$ cat src/rtl/priority_grant_sequencer.sv
// priority_grant_sequencer: turns an encoded winner index into a held one-hot grant,
// then a one-cycle ack, a cool-down cycle and a return to idle.
module priority_grant_sequencer #(
    parameter int CODE_W  = 3,
    parameter int TIMEOUT = 16,
    parameter int CNT_W   = 5
) (
    input  logic                 clk,
    input  logic                 rst,
    input  logic                 en,
    input  logic [CODE_W-1:0]    code,
    input  logic                 code_valid,
    input  logic                 done,
    output logic [2**CODE_W-1:0] grant,
    output logic                 grant_valid,
    output logic [2**CODE_W-1:0] ack,
    output logic                 timeout_err,
    output logic                 abort,
    output logic                 stall
);
    localparam int N = 2**CODE_W;

    typedef enum logic [1:0] {IDLE, GRANT, ACK, COOL} state_t;

    state_t            state_q;
    logic [CODE_W-1:0] idx_q;
    logic [CNT_W-1:0]  cnt_q;
    logic [N-1:0]      grant_q, ack_q;
    logic              grant_valid_q, timeout_err_q, abort_q, stall_q;
    logic              expired;

    assign expired     = (TIMEOUT != 0) && (cnt_q == CNT_W'(TIMEOUT - 1));
    assign grant       = grant_q;
    assign grant_valid = grant_valid_q;
    assign ack         = ack_q;
    assign timeout_err = timeout_err_q;
    assign abort       = abort_q;
    assign stall       = stall_q;

    always_ff @(posedge clk or posedge rst) begin
        if (rst) begin
            state_q       <= IDLE;
            idx_q         <= '0;
            cnt_q         <= '0;
            grant_q       <= '0;
            grant_valid_q <= 1'b0;
            ack_q         <= '0;
            timeout_err_q <= 1'b0;
            abort_q       <= 1'b0;
            stall_q       <= 1'b0;
        end else begin
            ack_q         <= '0;
            timeout_err_q <= 1'b0;
            abort_q       <= 1'b0;
            case (state_q)
                IDLE: if (en && code_valid) begin
                    state_q       <= GRANT;
                    idx_q         <= code;
                    cnt_q         <= '0;
                    grant_q       <= N'(1) << code;
                    grant_valid_q <= 1'b1;
                    stall_q       <= 1'b1;
                end
                GRANT: begin
                    cnt_q <= cnt_q + 1'b1;
                    // dropping en outranks both done and the timeout
                    if (!en) begin
                        state_q       <= IDLE;
                        grant_q       <= '0;
                        grant_valid_q <= 1'b0;
                        stall_q       <= 1'b0;
                        abort_q       <= 1'b1;
                    end else if (done || expired) begin
                        state_q       <= ACK;
                        grant_q       <= '0;
                        grant_valid_q <= 1'b0;
                        ack_q         <= N'(1) << idx_q;
                        timeout_err_q <= !done;
                    end
                end
                ACK: state_q <= COOL;
                default: begin
                    state_q <= IDLE;
                    stall_q <= 1'b0;
                end
            endcase
        end
    end
endmodule

$ cat config.mk
export PLATFORM = sky130hd
export DESIGN_NAME = priority_grant_sequencer
export DESIGN_NICKNAME = d
export VERILOG_FILES = /design/src/rtl/priority_grant_sequencer.sv
export SDC_FILE = /design/constraint.sdc
export NUM_CORES = 1
export LEC_CHECK = 0
export ABC_CLOCK_PERIOD_IN_PS = 1600
export CORE_UTILIZATION = 44
export DETAILED_ROUTE_END_ITERATION = 12
export PLACE_DENSITY_LB_ADDON = 0.08
export SLEW_MARGIN = 0
export SYNTH_ARGS = -nofsm -noshare
export SYNTH_HDL_FRONTEND = slang
export SYNTH_SLANG_ARGS = --single-unit
$ cat constraint.sdc
create_clock -name clk -period 1.6 [get_ports clk]
set_input_delay 0.24 -clock clk [delete_from_list [all_inputs] [get_ports clk]]
set_output_delay 0.24 -clock clk [all_outputs]
set_load 0.01 [all_outputs]
==> metrics.txt <==
status finished, final reports clean; vias 974; Final period util 99.5%; Area Growth Syn to Fin 36.2%; cell taking the most area after synthesis dfrtp_1; largest net degree at the start of global routing 31; CP delay by family, top compound AO/OA/AOI/OAI gates; CP max FO 8; Starting Density 48.2%; CP cell instances ha_2, and3_4, ha_4, nor2_2, a32o_2, a32o_1; clock skew 5.35 ps; # diodes 0; area share of the largest cell type after synthesis 60.6%; Async SR Flop Fraction 100%; post-layout util 65.7%; Synth Net Count 120; DRC 0; WL final 2.47 mm; PnR worst setup slack 7.22 ps; number of vias per cell 5.38; CORE AREA 0.00257 mm2; Yosys cell types 31; arrival time worst endpoint 1810 ps; NumNets Final 162; H-tree level count 2; PwrDens 1440 mW/mm2; Hold Path Class in2async; hold_ws 282 ps; Worst-path clk slew 80 ps; layout cells sized above 1 17.2%; initial antenna violation count 0; chip height 55.1 um; maxcap violations 0; vias in the first global route 895; Starting DRT DRC Count 29; CTS tree built; clock sink total 30; unrepaired setup endpoints after global routing true; Global Route Usage Sum 19.6%; row count 18; leak pwr 0.773 nW; Worst Path Buf+Inv 0; Final GP Congestion 0.894; Top Ports 28; Worst Tran Pin Value 363 ps; Area contributors post-synth dfrtp_1 (61%), nand2_1 (4.5%), nor2_1 (3.3%); # port buffers 27; fmax 628 MHz; CP Class reg2reg; Critical Path RT 1820 ps; CP max stage delay 370 ps; Worst path depth 6; Die W 55.1 um; r2r worst-path depth 6; Place WS -67.4 ps; first-pass GRT wire length 3.95 mm; worst-skew pair later-pin latency 320 ps; VDD IR-drop max 0.973 mV; TritonRoute pass-1 iters 4; Post-CTS Hold Buffers 0; Post-Syn Instances 110; main flop type after synthesis dfrtp_1; register area share after synthesis 60.6%; slowest CP cell dfrtp_1; top post-synthesis cells by count dfrtp_1 (30), nand2_1 (15), nor2_1 (11); clock tree buffer depth 2; Max-slew headroom 75.8%; Num CTS Buffers 5; Root Buffer clkbuf_4; final worst path period need 1590 ps; detailed placement HPWL 1.69 mm; Setup-failing EPs final 0; DR WL/cell 13.6 um; Hold Violations, Final 0; Crit. End Element flop; synth warn 0; post-synthesis instance area 0.00124 mm2; Avg Synthesized Cell Area 11.3 um2; GRT overflow 0; crit path launch type flop; number of synthesized register bits 30; count leader, synth dfrtp_1; Final Max Slew Viols 0; Routed Antenna Nets 0; EDFF count, synth 0; die area 0.00303 mm2
-- power by group --
group / switching [mW] / leakage [nW] / internal (mW) / total (mW)
registers: 0.186 / 0.401 / 0.948 / 1.13
clock network: 0.234 / 0.0302 / 0.198 / 0.431
logic: 0.409 / 0.342 / 0.452 / 0.862
-- final cells by class --
cell class / instances / area, um2
multi-input combinational: 72 / 475
fill: 214 / 881
inverter: 5 / 18.8
clock buffer: 6 / 51.3
tap: 30 / 37.5
sequential: 30 / 751
timing repair buffer: 38 / 353
-- metrics by stage --
step                TNS [ps]  cell area [um2]  power (mW)  std cells
finish                     0             1690        2.43        181
global route            -253             1690        2.60        181
CTS                        0             1660        2.40        179
detailed placement      -576             1590        1.95        173
global placement       -21.3             1590        1.92        173
floorplan                  0             1240        1.60        110
-- flip-flops by register name, summed over array words and instances (netlist names) --
name,cells
abort,1
ack,8
cnt_q,5
grant,8
grant_valid,1
idx_q,3
stall,1
state_q,2
timeout_err,1
-- per-layer routing --
metal  track usage (%)  part of all wire (%)  vias up
li1                  -                     -      466
met1              23.5                    47      469
met2              30.3                    46       33
met3              9.29                   5.5        6
met4              7.50                   1.7        0
met5                 0                     0        -
-- what timing repair did --
action / in CTS / in global routing
setup endpoints to repair: 16 / 16
pin swaps: 2 / 6
hold endpoints to repair: 0 / 0
resized for setup: 4 / 2
buffers inserted: 0 / 2
-- layout by cell type (no fill, tap or decap), types with 2 or more instances in the layout --
| master | count |
|---|---|
| dfrtp_1 | 30 |
| clkdlybuf4s50_1 | 27 |
| nand2_1 | 15 |
| buf_4 | 11 |
| nor2_1 | 10 |
| o21ai_0 | 5 |
| inv_1 | 5 |
| clkbuf_4 | 5 |
| nand2b_1 | 4 |
| nand3_1 | 4 |
| a21oi_1 | 4 |
| o2bb2ai_1 | 3 |
| a32o_1 | 3 |
| nand4_1 | 2 |
| nor3_1 | 2 |
| o22ai_1 | 2 |
-- worst min-delay path, delay by kind of cell --
kind | cells | cell delay, ps
buf+inv | 3 | 770
-- worst paths after layout --
path | start | end | slack (ps)
setup / recovery | cnt_q[0] | grant[2] | 7
hold / removal | rst | ack[7] | 280
setup reg to reg | cnt_q[0] | grant[2] | 7
hold reg to reg | grant[3] | grant[3] | 490
max in group asynchronous | rst | abort | 1060
min in group clk | grant[3] | grant[3] | 490
-- cells by family after synthesis --
group	Yosys count	synth area share, %
adders and majority gates	2	2.02
and+or+nand+nor	48	21.0
muxes	1	0.808
xor gates and xnor gates	1	0.707
AOI/OAI and AO/OA	20	11.4
buffers and inverters	8	3.43
DFF	30	60.6
Power figures use the tool's default switching activity.
